[config.mk]
export PLATFORM = sky130hd
export DESIGN_NAME = cache_req_arbiter
export DESIGN_NICKNAME = d
export VERILOG_FILES = /design/src/rtl/cache_pkg.sv /design/src/rtl/cache_arb_timer.sv /design/src/rtl/cache_req_arbiter.sv
export SDC_FILE = /design/constraint.sdc
export NUM_CORES = 1
export LEC_CHECK = 0
export CORE_ASPECT_RATIO = 1.75
export CORE_MARGIN = 8
export CORE_UTILIZATION = 37
export DETAILED_ROUTE_END_ITERATION = 7
export GPL_TIMING_DRIVEN = 0
export PLACE_DENSITY = 0.87
export SETUP_SLACK_MARGIN = 0.2
export SYNTH_ARGS = -nofsm -noshare
export SYNTH_HDL_FRONTEND = slang
export SYNTH_HIERARCHICAL = 1
export SYNTH_SLANG_ARGS = --single-unit
[constraint.sdc]
create_clock -name clk -period 4.5 [get_ports clk]
set_input_delay 0.9 -clock clk [delete_from_list [all_inputs] [get_ports clk]]
set_output_delay 0.9 -clock clk [all_outputs]
set_load 0.005 [all_outputs]
[src/rtl/cache_pkg.sv]
// Shared types and default widths for the cache request arbiter and its timer.
package cache_pkg;

    localparam int DEF_ADDR_WIDTH = 32;
    localparam int DEF_WORD_SIZE  = 32;

    typedef enum logic [1:0] {
        IDLE  = 2'd0,
        ISSUE = 2'd1,
        WAIT  = 2'd2,
        RESP  = 2'd3
    } arb_state_t;

    typedef logic req_id_t;

endpackage

[src/rtl/cache_arb_timer.sv]
// WAIT-state cycle counter; expired flags the last permitted WAIT cycle.
module cache_arb_timer #(
    parameter int TIMEOUT_CYCLES = 64
) (
    input  logic clk,
    input  logic rst,
    input  logic clear,
    input  logic enable,
    output logic expired
);

    localparam int CNT_W = $clog2(TIMEOUT_CYCLES);
    localparam logic [CNT_W-1:0] LAST = CNT_W'(TIMEOUT_CYCLES - 1);

    logic [CNT_W-1:0] r_count;

    // NOTE: sequential state is written with <= so every flop samples pre-edge values.
    always_ff @(posedge clk or negedge rst) begin
        if (!rst) begin
            r_count <= '0;
        end else if (clear) begin
            r_count <= '0;
        end else if (enable && !expired) begin
            r_count <= r_count + CNT_W'(1);
        end
    end

    assign expired = (r_count == LAST);

endmodule

[src/rtl/cache_req_arbiter.sv]
// Two-requester round-robin front end to a single-outstanding cache controller,
// with a WAIT timeout that returns an error completion.
module cache_req_arbiter
    import cache_pkg::*;
#(
    parameter int ADDR_WIDTH     = DEF_ADDR_WIDTH,
    parameter int WORD_SIZE      = DEF_WORD_SIZE,
    parameter int TIMEOUT_CYCLES = 64
) (
    input  logic                  clk,
    input  logic                  rst,
    input  logic                  req0_valid,
    input  logic                  req0_type,
    input  logic [ADDR_WIDTH-1:0] req0_addr,
    input  logic [WORD_SIZE-1:0]  req0_wdata,
    output logic                  req0_ready,
    output logic                  req0_done,
    output logic [WORD_SIZE-1:0]  req0_rdata,
    output logic                  req0_err,
    input  logic                  req1_valid,
    input  logic                  req1_type,
    input  logic [ADDR_WIDTH-1:0] req1_addr,
    input  logic [WORD_SIZE-1:0]  req1_wdata,
    output logic                  req1_ready,
    output logic                  req1_done,
    output logic [WORD_SIZE-1:0]  req1_rdata,
    output logic                  req1_err,
    output logic                  cache_req_valid,
    output logic                  cache_req_type,
    output logic [ADDR_WIDTH-1:0] cache_addr,
    output logic [WORD_SIZE-1:0]  cache_wdata,
    input  logic                  cache_done,
    input  logic [WORD_SIZE-1:0]  cache_rdata,
    output logic                  busy,
    output logic                  grant_id
);

    arb_state_t            r_state;
    req_id_t               r_last;
    req_id_t               r_grant;
    logic                  r_type;
    logic                  r_err;
    logic [ADDR_WIDTH-1:0] r_addr;
    logic [WORD_SIZE-1:0]  r_wdata;

    req_id_t               w_winner;
    logic                  w_accept;
    logic                  w_expired;
    logic                  w_resp;
    logic [WORD_SIZE-1:0]  w_rdata;

    // NOTE: the default assignment first keeps this block free of inferred latches.
    always_comb begin
        w_winner = 1'b0;
        if (req0_valid && req1_valid) begin
            w_winner = ~r_last;
        end else if (req1_valid) begin
            w_winner = 1'b1;
        end
    end

    // Ready is gated by rst so nothing looks accepted while reset is held.
    assign w_accept   = rst && (r_state == IDLE) && (req0_valid || req1_valid);
    assign req0_ready = w_accept && (w_winner == 1'b0);
    assign req1_ready = w_accept && (w_winner == 1'b1);

    cache_arb_timer #(
        .TIMEOUT_CYCLES(TIMEOUT_CYCLES)
    ) u_timer (
        .clk    (clk),
        .rst    (rst),
        .clear  (r_state != WAIT),
        .enable (r_state == WAIT),
        .expired(w_expired)
    );

    always_ff @(posedge clk or negedge rst) begin
        if (!rst) begin
            r_state <= IDLE;
            r_last  <= 1'b1;
            r_grant <= 1'b0;
            r_type  <= 1'b0;
            r_err   <= 1'b0;
            r_addr  <= '0;
            r_wdata <= '0;
        end else begin
            case (r_state)
                IDLE: begin
                    if (w_accept) begin
                        r_grant <= w_winner;
                        r_last  <= w_winner;
                        r_type  <= w_winner ? req1_type  : req0_type;
                        r_addr  <= w_winner ? req1_addr  : req0_addr;
                        r_wdata <= w_winner ? req1_wdata : req0_wdata;
                        r_err   <= 1'b0;
                        r_state <= ISSUE;
                    end
                end
                ISSUE: r_state <= WAIT;
                WAIT: begin
                    // A completion in the final WAIT cycle still counts as success.
                    if (cache_done) begin
                        r_err   <= 1'b0;
                        r_state <= RESP;
                    end else if (w_expired) begin
                        r_err   <= 1'b1;
                        r_state <= RESP;
                    end
                end
                RESP:    r_state <= IDLE;
                default: r_state <= IDLE;
            endcase
        end
    end

    // cache_rdata arrives one cycle after cache_done, i.e. exactly in RESP.
    assign w_resp  = (r_state == RESP);
    assign w_rdata = (!r_type && !r_err) ? cache_rdata : '0;

    assign req0_done  = w_resp && (r_grant == 1'b0);
    assign req1_done  = w_resp && (r_grant == 1'b1);
    assign req0_err   = req0_done && r_err;
    assign req1_err   = req1_done && r_err;
    assign req0_rdata = req0_done ? w_rdata : '0;
    assign req1_rdata = req1_done ? w_rdata : '0;

    assign cache_req_valid = (r_state == ISSUE);
    assign cache_req_type  = r_type;
    assign cache_addr      = r_addr;
    assign cache_wdata     = r_wdata;
    assign busy            = (r_state != IDLE);
    assign grant_id        = r_grant;

endmodule

==> After elaboration in Yosys (flattened, before gate mapping) <==
Cells that the tools add are included.
{ "word_totals": {"register_bits": 76, "input_bits": 167, "output_inout_bits": 138, "wordCells": 59} }
{ "classes": {"n_addsub": 1, "n_eq_ne": 7, "mux": 18, "bitwise": 3, "reduce_logical": 22} }
{ "ops": {"columns": ["cell", "n"], "rows": [
  ["32-bit two-way mux", 5],
  ["6-bit two-way mux", 2],
  ["1-bit logical AND", 11],
  ["2-bit case mux with 4 select lines", 1],
  ["6-bit by 1-bit adder with 6-bit output (second input constant)", 1],
  ["6-bit equality test (second input constant)", 1],
  ["1-bit two-way mux", 6],
  ["2-bit two-way mux", 3],
  ["2-bit nonzero test", 3],
  ["2-bit equality test (second input constant)", 2],
  ["2-bit inequality test (second input constant)", 2],
  ["2-bit AND reduction", 2],
  ["1-bit zero test", 3],
  ["3-bit inequality test (second input constant)", 1],
  ["1-bit inverter", 3],
  ["3-bit AND reduction", 1],
  ["2-bit by 1-bit equality test with 1-bit output (second input constant)", 1],
  ["2-bit zero test", 1],
  ["1-bit case mux with 2 select lines", 1],
  ["1-bit logical OR", 1]
]} }

==> Logic depth before layout (Yosys ltp) <==
{ "logic_depth": {"depth_word": 5, "ltp_mapped": 7} }

==> By module <==
The synthesis kept the hierarchy.
{ "modules_own_cells": {"columns": ["module", "instances", "cells_each", "area_per_inst_um2", "seq_area_each_um2"], "rows": [
  ["cache_req_arbiter", 1, 332, 3674.8, 1752.9],
  ["cache_arb_timer", 1, 39, 380.4, 150.1]
]} }

==> Least setup slack after synthesis <==
No wires, ideal clock.
{ "synth_timing": {"path_type": "input port to output port", "startpoint": "in req1_valid", "endpoint": "out req0_ready", "arrival_ns": 1.490, "required_time_ns": 3.600, "setup_slack_ns": 2.110, "path_stages": 4, "path_buffers": 2, "path_cell_list": "nand2b_1 > buf_2 > clkbuf_1 > and2_1"} }
{ "synth_between": {"elab_chain_cells": 4} }
{ "synth_rtl": {"columns": ["item", "line_no", "source"], "rows": [
  ["from (decl)", "cache_req_arbiter.sv:20", "input logic req1_valid,"],
  ["1-bit two-way mux or 1-bit logical AND (tied branches)", "cache_req_arbiter.sv:57, cache_req_arbiter.sv:55", null],
  ["1-bit two-way mux", "cache_req_arbiter.sv:55", "if (req0_valid && req1_valid) begin"],
  ["1-bit inverter", "cache_req_arbiter.sv:64", "assign req0_ready = w_accept && (w_winner == 1'b0);"],
  ["1-bit logical AND (*)", "cache_req_arbiter.sv:64", null],
  ["to (decl)", "cache_req_arbiter.sv:16", "output logic req0_ready,"]
]} }
Every way passes the cells marked *; elsewhere a longest branch is shown, timed or not.

==> Worst setup path in the final report <==
Same ends and word-level chain as after synthesis.

==> impl_metrics.json <==
{
  "status": "completed",
  "dp_cells": 806,
  "final_common_cell": "clkdlybuf4s50_1",
  "crit_start": "req1_valid",
  "root_buffer": "clkbuf_16",
  "synth_xor_area_frac": 0,
  "grt_pass1_wl_um": 27400,
  "worstSkewPairLatency_ps": 330,
  "synth_ff_type": "dfrtp_1",
  "synth_top_family_by_area": "simple AND/OR/NAND/NOR gates",
  "crit_arrival_ps": 2810,
  "fin_crit_sh": 0.8241,
  "peakVddDrop_mv": 0.2935,
  "grt_overflow": 0,
  "ys_seq_area_frac": 0.4693,
  "cp_max_fo": 10,
  "power.total_mw": 3.748,
  "post-dp-hpwl_um": 15150,
  "synth_compound_area_frac": 0.1953,
  "final_cell_mix": "303 x clkdlybuf4s50_1, 75 x dfrtp_1, 68 x and2_1, 67 x and3_1, 65 x a221o_1",
  "synth_enable_flop_cells": 0,
  "hold_buffers": 0,
  "wl_per_cell_um": 22.32,
  "ys_types": 40,
  "nNetsFinal": 860,
  "grt_use_total": 0.2441,
  "synthCells": 371,
  "finalSetupViolCount": 0,
  "dieArea_um2": 14700,
  "final_antenna_net_count": 0,
  "async_flop_share": 1.000,
  "antenna_found_initial": 0,
  "die_w_um": 95.14,
  "reg2reg_depth": 6,
  "holdWs_ps": 416.5,
  "nFillCells": 805,
  "tightestPinTransition_ps": 566.5,
  "critical-path-top-delay-family": "buffers and inverters",
  "cts_tree": "done",
  "cts_resized": 0,
  "routed_wl_um": 18350,
  "path_clk_slew_ps": 70,
  "yosys.area_share.simple": 0.2561,
  "fin_skew_ps": 9.983,
  "critPathKind": "in -> out",
  "p_leak_nw": 3.385,
  "synth-adder-area-share": 0.01851,
  "grt_pass1_vias": 4973,
  "first_iter_violations": 170,
  "area_growth_pct": 87.10,
  "first_pass_iters": 4,
  "cpMaxStageDelayCell": "clkdlybuf4s50_1",
  "layout-drive-gt1-share": 0.06936,
  "synthMuxAreaShare": 0.002777,
  "fin_setup_tns_ps": 0,
  "cp-end-kind": "primary output",
  "n_antenna_cell": 0,
  "slowest_delay_ps": 510,
  "pwr_density_cell_nw_per_um2": 494.0,
  "vias": 4506,
  "r2r-start": "r_state[0]",
  "r2r_setup_slack_ps": 2540,
  "portBuffers": 304,
  "ys_warn_count": 6,
  "period_needed_ps": 3709,
  "rsz0062_at_grt": "no",
  "cts_made_buffers": 9,
  "worstPathRequired_ps": 3600,
  "clock_sinks": 76,
  "hold_violations": 0,
  "slew-limit-headroom": 0.6215,
  "clockBufferDepth": 2,
  "io_pins": 305,
  "rows": 50,
  "synth_area_um2": 4055,
  "ys_ff_latch": 76,
  "path_cells": "clkdlybuf4s50_1, nand2b_1, buf_2, clkbuf_1, and2_1, clkdlybuf4s50_1",
  "stdcell_count": 822,
  "r2r-end": "cache_wdata[15]",
  "gp_congestion": 0.8812,
  "start_util": 0.3791,
  "core_um2": 10700,
  "drc_errors": 0,
  "max_freq_ghz": 0.2696,
  "synthesis.nets": 544,
  "cpMostUsedCell": "clkdlybuf4s50_1",
  "worst-path-buf-inv": 4,
  "post_cts_buffers": 0,
  "htree_levels": 3,
  "viasPerCell": 5.482,
  "grt_max_degree": 68,
  "worstHoldPathType": "in -> async",
  "startpoint_type": "input port",
  "drv_cap": 0,
  "syn_area_per_cell_um2": 10.93,
  "die_h_um": 154.5,
  "drv_slew": 0
}
==> synthesized netlist by cell type, types with 2 or more instances <==
master | n | area, um^2
dfrtp_1 | 75 | 1877
and2_1 | 68 | 425.4
and3_1 | 67 | 419.2
a221o_1 | 65 | 650.6
clkbuf_1 | 15 | 56.30
buf_2 | 8 | 40.04
inv_1 | 7 | 26.28
buf_6 | 6 | 67.56
ha_1 | 6 | 75.07
nor3b_1 | 5 | 37.54
buf_4 | 4 | 30.03
a21oi_1 | 3 | 15.01
clkbuf_2 | 3 | 15.01
nand2_1 | 3 | 11.26
a21o_1 | 2 | 15.01
a31oi_1 | 2 | 12.51
nand2b_1 | 2 | 12.51
nand3_1 | 2 | 10.01
nand4_1 | 2 | 12.51
nand4b_1 | 2 | 17.52
nor2b_4 | 2 | 27.53
nor3_1 | 2 | 10.01
o211ai_1 | 2 | 15.01
o21ai_0 | 2 | 10.01
==> worst reg2reg max path: stages, from the launching register on <==
cell and delay [ps]:
dfrtp_1 410, inv_1 120, ha_1 330, o211ai_2 200
buf_2 250, buf_2 220, a221o_1 320
==> cell type report <==
class	count	area (um^2)	area share
buffer	36	209.0	0.02754
clock buffer	9	225.2	0.02968
clock inverter	7	76.32	0.01006
inverter	7	26.28	0.003463
multi-input combinational	252	1917	0.2526
sequential	76	1903	0.2508
tap	130	162.7	0.02144
timing repair buffer	305	3068	0.4044
==> state kept, by name, indices dropped and copies added (netlist names) <==
signal           flops
r_err                1
cache_wdata         32
r_last               1
cache_req_type       1
grant_id             1
r_state              2
u_timer/r_count      6
cache_addr          32
==> stage by stage <==
stage / instance area, um^2 / setup WS [ps] / utilization
CTS: 7587 / 771.9 / 0.7092
global route: 7587 / 660.8 / 0.7092
floorplan: 4055 / 2110 / -
detailed placement: 7286 / 792.8 / 0.6811
global placement: 7261 / -1884 / 0.6787
finish: 7587 / 791.4 / 0.7092
==> cell families (layout without fill, tap and decap cells) <==
kind of cell             count (synthesis)  count (layout)
AO/OA/AOI/OAI                           84              84
adder cells (fa/ha/maj)                  6               6
buffers and inverters                   43             364
flip-flops                              76              76
multiplexers                             1               1
AND/OR/NAND/NOR                        161             161
==> power breakdown <==
part           total, mW  switching (mW)  internal, mW
logic               1.84           0.674          1.16
registers           1.18           0.205         0.978
clock network      0.727           0.295         0.432
total               3.75            1.17          2.57
==> worst max-delay path by stage <==
stage / cells past startpoint / end / slack (ps)
after floorplan: 4 / req0_ready / 2110
after global placement: 6 / req0_ready / -1880
after detailed placement: 6 / req0_ready / 790
after CTS: 6 / req0_ready / 770
after global routing: 6 / req0_ready / 660
final: 6 / req0_ready / 790
==> layer usage <==
layer	GRT usage	routed length, um	vias to the layer above
li1	-	-	2035
met1	0.2297	5874	2161
met2	0.4479	9831	256
met3	0.07659	1758	54
met4	0.1257	884	0
met5	0	0	-
(Power assumes the default switching activity.)
